<file path="config.mk">
export PLATFORM = sky130hd
export DESIGN_NAME = floating_add_cmp_conv
export DESIGN_NICKNAME = d
export VERILOG_FILES = /design/src/rtl/floating_add_cmp_conv.sv
export SDC_FILE = /design/constraint.sdc
export NUM_CORES = 1
export LEC_CHECK = 0
export CAP_MARGIN = 5
export CORE_MARGIN = 2
export CORE_UTILIZATION = 50
export DETAILED_ROUTE_END_ITERATION = 10
export PLACE_DENSITY = 0.82
export SETUP_SLACK_MARGIN = 0.05
export SYNTH_ARGS = -nofsm -noshare
export SYNTH_HDL_FRONTEND = slang
export SYNTH_SLANG_ARGS = --single-unit
export TNS_END_PERCENT = 1
</file>
<file path="constraint.sdc">
create_clock -name clk -period 22.7 [get_ports clk]
set_clock_uncertainty 0.1 [all_clocks]
set_input_delay 4.54 -clock clk [delete_from_list [all_inputs] [get_ports clk]]
set_output_delay 4.54 -clock clk [all_outputs]
set_load 0.02 [all_outputs]
</file>
<file path="src/rtl/floating_add_cmp_conv.sv">
// floating_add_cmp_conv: binary32 add/sub, signed int32->float and compare, live while enabled, held otherwise.
// Define FLOAT_RNE_EN for round-to-nearest-even; the default build rounds toward zero.
module floating_add_cmp_conv (
  input  logic        clk,
  input  logic        reset,
  input  logic        enable,
  input  logic [1:0]  op,
  input  logic [31:0] a,
  input  logic [31:0] b,
  output logic [31:0] result,
  output logic [1:0]  cmp,
  output logic [31:0] debug
);

  localparam logic [31:0] QNAN = 32'h7FC0_0000;

  typedef struct packed {
    logic [31:0] res;
    logic        ovf;
    logic        flush;
    logic        inexact;
  } pack_t;

  function automatic logic [4:0] lzc27(input logic [26:0] v);
    logic [4:0] n;
    n = 5'd27;
    for (int i = 0; i < 27; i++)
      if (v[i]) n = 5'(26 - i);
    return n;
  endfunction

  function automatic logic [4:0] lzc32(input logic [31:0] v);
    logic [4:0] n;
    n = 5'd0;
    for (int i = 0; i < 32; i++)
      if (v[i]) n = 5'(31 - i);
    return n;
  endfunction

  // m carries 1.frac in [26:3] followed by guard, round and sticky bits
  function automatic pack_t roundPack(input logic sign, input logic signed [10:0] exp,
                                      input logic [26:0] m);
    pack_t              p;
    logic               inc;
    logic [24:0]        rm;
    logic signed [10:0] e;
    p         = '0;
    p.inexact = |m[2:0];
`ifdef FLOAT_RNE_EN
    inc = m[2] & (m[1] | m[0] | m[3]);
`else
    inc = 1'b0;
`endif
    rm = {1'b0, m[26:3]} + {24'd0, inc};
    e  = exp;
    if (rm[24]) begin
      rm = '0;
      e  = e + 11'sd1;
    end
    if (e <= 11'sd0) begin
      p.res     = 32'h0;
      p.flush   = 1'b1;
      p.inexact = 1'b1;
    end else if (e >= 11'sd255) begin
      p.res     = {sign, 8'hFF, 23'd0};
      p.ovf     = 1'b1;
      p.inexact = 1'b1;
    end else begin
      p.res = {sign, e[7:0], rm[22:0]};
    end
    return p;
  endfunction

  logic        aSign, bSign, bSignEff, aNan, bNan, aInf, bInf;
  logic [7:0]  aExp, bExp;
  logic [22:0] aFrac, bFrac;
  logic [30:0] aMag, bMag;

  // Denormal operands collapse to signed zero by clearing their fraction.
  assign aSign    = a[31];
  assign bSign    = b[31];
  assign bSignEff = b[31] ^ op[0];
  assign aExp     = a[30:23];
  assign bExp     = b[30:23];
  assign aFrac    = (aExp == 8'd0) ? 23'd0 : a[22:0];
  assign bFrac    = (bExp == 8'd0) ? 23'd0 : b[22:0];
  assign aNan     = (aExp == 8'hFF) && (a[22:0] != 23'd0);
  assign bNan     = (bExp == 8'hFF) && (b[22:0] != 23'd0);
  assign aInf     = (aExp == 8'hFF) && (a[22:0] == 23'd0);
  assign bInf     = (bExp == 8'hFF) && (b[22:0] == 23'd0);
  assign aMag     = {aExp, aFrac};
  assign bMag     = {bExp, bFrac};

  logic               swap, effSub, bigSign, smallSign, addInvalid;
  logic [7:0]         bigExp, smallExp, expDiff;
  logic [23:0]        bigMan, smallMan;
  logic [26:0]        smallExt, aligned, stickyMask, normM;
  logic [27:0]        sum;
  logic [4:0]         lz;
  logic signed [10:0] normExp;
  pack_t              addPack;

  always_comb begin
    swap       = bMag > aMag;
    bigSign    = swap ? bSignEff : aSign;
    smallSign  = swap ? aSign : bSignEff;
    bigExp     = swap ? bExp : aExp;
    smallExp   = swap ? aExp : bExp;
    bigMan     = swap ? {bExp != 8'd0, bFrac} : {aExp != 8'd0, aFrac};
    smallMan   = swap ? {aExp != 8'd0, aFrac} : {bExp != 8'd0, bFrac};
    effSub     = bigSign ^ smallSign;
    expDiff    = bigExp - smallExp;
    smallExt   = {smallMan, 3'b000};
    stickyMask = '0;
    if (expDiff >= 8'd27) begin
      aligned = {26'd0, |smallMan};
    end else begin
      stickyMask = (27'd1 << expDiff) - 27'd1;
      aligned    = (smallExt >> expDiff) | {26'd0, |(smallExt & stickyMask)};
    end
    sum = effSub ? ({1'b0, bigMan, 3'b000} - {1'b0, aligned})
                 : ({1'b0, bigMan, 3'b000} + {1'b0, aligned});
    lz  = lzc27(sum[26:0]);
    if (sum[27]) begin
      normM   = {sum[27:2], |sum[1:0]};
      normExp = $signed({3'b000, bigExp}) + 11'sd1;
    end else begin
      normM   = sum[26:0] << lz;
      normExp = $signed({3'b000, bigExp}) - $signed({6'd0, lz});
    end
    addPack    = roundPack(bigSign, normExp, normM);
    addInvalid = 1'b0;
    if (aNan || bNan || (aInf && bInf && (aSign != bSignEff))) begin
      addPack     = '0;
      addPack.res = QNAN;
      addInvalid  = 1'b1;
    end else if (aInf) begin
      addPack     = '0;
      addPack.res = {aSign, 8'hFF, 23'd0};
    end else if (bInf) begin
      addPack     = '0;
      addPack.res = {bSignEff, 8'hFF, 23'd0};
    end else if (sum == 28'd0) begin
      // Only two negative zeros keep the sign; every other cancellation gives +0.
      addPack     = '0;
      addPack.res = {aSign & bSignEff, 31'd0};
    end
  end

  logic [31:0] convMag, convN;
  logic [4:0]  convLz;
  pack_t       convPack;

  always_comb begin
    convMag  = a[31] ? (~a + 32'd1) : a;
    convLz   = lzc32(convMag);
    convN    = convMag << convLz;
    convPack = roundPack(a[31], 11'sd158 - $signed({6'd0, convLz}),
                         {convN[31:8], convN[7], convN[6], |convN[5:0]});
    if (convMag == 32'd0) convPack = '0;
  end

  logic [1:0] cmpVal;
  logic       cmpInvalid;

  always_comb begin
    cmpInvalid = aNan | bNan;
    if (cmpInvalid)                         cmpVal = 2'b10;
    else if (aMag == 31'd0 && bMag == 31'd0) cmpVal = 2'b00;
    else if (aSign != bSign)                 cmpVal = aSign ? 2'b11 : 2'b01;
    else if (aMag == bMag)                   cmpVal = 2'b00;
    else if ((aMag > bMag) ^ aSign)          cmpVal = 2'b01;
    else                                     cmpVal = 2'b11;
  end

  logic [31:0] result_d, result_q, debug_d, debug_q;
  logic [1:0]  cmp_d, cmp_q;
  pack_t       sel;
  logic        selInv, zeroFlag;

  // Compare leaves result untouched and arithmetic ops leave cmp untouched.
  always_comb begin
    result_d = result_q;
    cmp_d    = cmp_q;
    sel      = '0;
    selInv   = 1'b0;
    zeroFlag = 1'b0;
    case (op)
      2'b10:   sel = convPack;
      2'b11:   sel = '0;
      default: begin
        sel    = addPack;
        selInv = addInvalid;
      end
    endcase
    if (op == 2'b11) begin
      cmp_d    = cmpVal;
      selInv   = cmpInvalid;
      zeroFlag = (cmpVal == 2'b00);
    end else begin
      result_d = sel.res;
      zeroFlag = (sel.res[30:0] == 31'd0);
    end
    debug_d = {op, 25'd0, selInv, sel.ovf, sel.flush, sel.inexact, zeroFlag};
  end

  always_ff @(posedge clk or negedge reset) begin
    if (!reset) begin
      result_q <= '0;
      cmp_q    <= '0;
      debug_q  <= '0;
    end else if (enable) begin
      result_q <= result_d;
      cmp_q    <= cmp_d;
      debug_q  <= debug_d;
    end
  end

  assign result = enable ? result_d : result_q;
  assign cmp    = enable ? cmp_d    : cmp_q;
  assign debug  = enable ? debug_d  : debug_q;

endmodule

</file>
==> results.yml <==
die:
  die_y_um: 180
  ioPinCount: 135
  die_area_um2: 32500
  start_util: 0.509
  core-area_um2: 30600
  core.rowCount: 64
  chipWidth_um: 180
global_route:
  antenna_found_initial: 2
  grt_max_degree: 48
  grt_pass1_vias: 17900
  overflow: 0
  grt_usage: 0.376
  grt_pass1_wl_mm: 100
critical_path:
  critPathArrivalTime_ns: 17.75
  critPathLaunchType: "input port"
  worstSetupPathType: "in2out"
  worst-path-max-fanout: 14
  endpoint_kind: "output port"
  r2r_cells: 5
  reg2reg_slack_ns: 20.97
  worstReg2RegEnd: "result_q[20]$_DFF_PN0_"
  cp.required_ns: 18.06
  r2r-start: "result_q[20]$_DFF_PN0_"
  max_stage_delay_ns: 0.65
  crit_slowest_cell: "or4_4"
placement:
  place_hpwl_mm: 51.8
  io_buffers: 134
  place_congestion: 1.08
  pre_cts_slack_ns: -0.349
  dpl.cell_count: 2811
clocking:
  cts_buffers: 9
  cts_tree: "yes"
  cts.clk_slew.worst_paths_ns: 0.05
  cts-hold-fix-buffers: 0
  clk_latency_ns: 0.32
  clkSinkCount: 66
  cts_max_level: 3
  clockBufferDepth: 2
  cts-root-buf: "clkbuf_16"
detailed_routing:
  vias_per_cell: 6.77
  ant_nets: 0
  drt_first_pass_iters: 8
  drcViolationCount: 0
  wire_per_inst_um: 22.9
  wirelength_mm: 64.9
  vias: 19200
  drtIter0Drc: 2321
sta:
  worst_slew_pin_slew_ns: 1.24
  fin_ws_ns: 0.312
  drv_slew: 0
  slew_headroom: 0.163
  min_period_ns: 22.39
  setup_violations: 0
  fmax_mhz: 44.7
  whs_ns: 0.389
  min_period_over_period: 0.986
  hold_violations: 0
  rsz0062_at_grt: "yes"
synthesis:
  synthFlopType: "dfrtp_1"
  yosysSeqAreaShare: 0.106
  syn-instance-count: 2306
  synth.most_common_cell: "nand2_1"
  syn_area_um2: 15600
  syn_nets: 2468
  synth_area_leaders: "dfrtp_1 11%, nand2_1 7.5%, ha_1 7.3%, a21oi_1 6.1%, o21ai_0 5.9%"
  async_flop_share: 1.00
  avgSynthCellArea_um2: 6.75
  synth_edf_count: 0
  yosys-top-cells-count: "311 x nand2_1, 192 x nor2_1, 189 x a21oi_1"
  ys_ff_latch: 66
  synth_top_area_frac: 0.106
  ys_types: 112
  synth_warnings: 0
  synth_top_cell_by_area: "dfrtp_1"
cells_and_area:
  syn2layout_area_growth_pct: 17.5
  nNetsFinal: 2594
  drive_gt1_frac: 0.128
  fin_cells: 2832
pwr:
  vdd_ir_drop_max_v: 0.0000459
  p_leak_nw: 7.94
  powerDensity_nw_per_um2: 70.6
outcome:
  outcome: "finished, final reports clean"
run:
  drv_cap: 0
worst_hold_path:
  holdPathEnd: "debug_q[0]$_DFF_PN0_"
  hold_start: "debug_q[0]$_DFF_PN0_"
  hp-class: "reg2reg"
  holdPathStages: 2
[registers in the layout (all words and copies together), names as in the netlist]
register  count
debug_q      32
cmp_q         2
result_q     32
[per-layer routing]
metal / part of all wire / vias to the layer above / GRT usage
met5: 0.00020 / - / 0
met4: 0.070 / 2 / 0.234
met3: 0.096 / 236 / 0.0544
met2: 0.44 / 1249 / 0.597
met1: 0.40 / 8898 / 0.481
li1: - / 8799 / -
[worst max path at each step]
stage	start	endpoint	slack, ns	depth (start not counted)
finish	a[24]	result[19]	0.31	56
global route	a[24]	result[26]	-0.21	64
floorplan	a[24]	debug[0]	0.15	75
detailed placement	a[24]	result[19]	-0.35	55
CTS	a[24]	debug[0]	0.06	57
global placement	a[24]	result[19]	-0.14	54
[through the flow]
stage               total power, mW   util  TNS [ns]  area [um2]
finish                         1.29  0.598         0       18300
global route                   1.36  0.598     -1.79       18300
CTS                            1.25  0.592         0       18100
detailed placement             1.10  0.581     -2.92       17800
global placement               1.10  0.581    -0.210       17800
floorplan                     0.775      -         0       15600
[final cells by class]
type,instances,area (um2)
diodes,1,2.50
clock buffers,11,243
clock inverters,3,65.1
fillers,2883,12300
inverters,123,464
multi-input cells,1977,13100
flip-flops and latches,66,1650
well taps,396,495
repair buffers,255,2220
[report_power, final]
part	internal [mW]	leakage [nW]	switching [mW]	total, mW
clock	0.0977	0.151	0.0481	0.146
sequential	0.137	0.862	0.00560	0.143
combinational	0.356	6.93	0.646	1.00
[kinds of logic (layout without fill, tap and decap cells)]
logic type	after synthesis	after routing	share of synthesized area
AOI/OAI and AO/OA	786	786	0.336
xor gates and xnor gates	74	74	0.0417
adders and majority gates	94	94	0.0764
other	0	1	0
buffers and inverters	265	392	0.0687
and+or+nand+nor	893	895	0.277
DFF	66	66	0.106
muxes	128	128	0.0938
[placed cells by master, fill, tap and decap left out, types with 17 or more instances in the layout]
cell	instances
nand2_1	307
a211oi_1	27
a31oi_1	28
dfrtp_1	66
o21ai_1	31
nand3_1	68
mux2i_1	83
nand2b_1	28
a21o_1	19
buf_4	123
clkdlybuf4s50_1	101
a22oi_1	28
and3_1	18
ha_1	91
nor3_1	64
xor2_1	34
nor2b_1	49
o211ai_1	25
nor2_1	188
and2_1	29
nor4_1	23
a21oi_1	185
xnor2_1	36
o21ai_0	180
o31ai_1	27
a221oi_1	28
mux2_2	33
or3_1	17
nand4_1	26
inv_1	120
[timing repair]
item	4_1_cts	5_1_grt
endpoints found under the setup margin	30	36
cloned	0	3
setup buffers	0	3
resized for setup	8	107
pin swaps	1	11
[critical path, delay by kind of cell]
kind / cells / cell delay (ns)
adders and majority gates: 5 / 1.20
buffers and inverters: 7 / 1.41
and+or+nand+nor: 21 / 5.82
xor gates and xnor gates: 2 / 0.46
AOI/OAI and AO/OA: 21 / 4.30
Note: power is estimated with default switching activity, not from simulation.
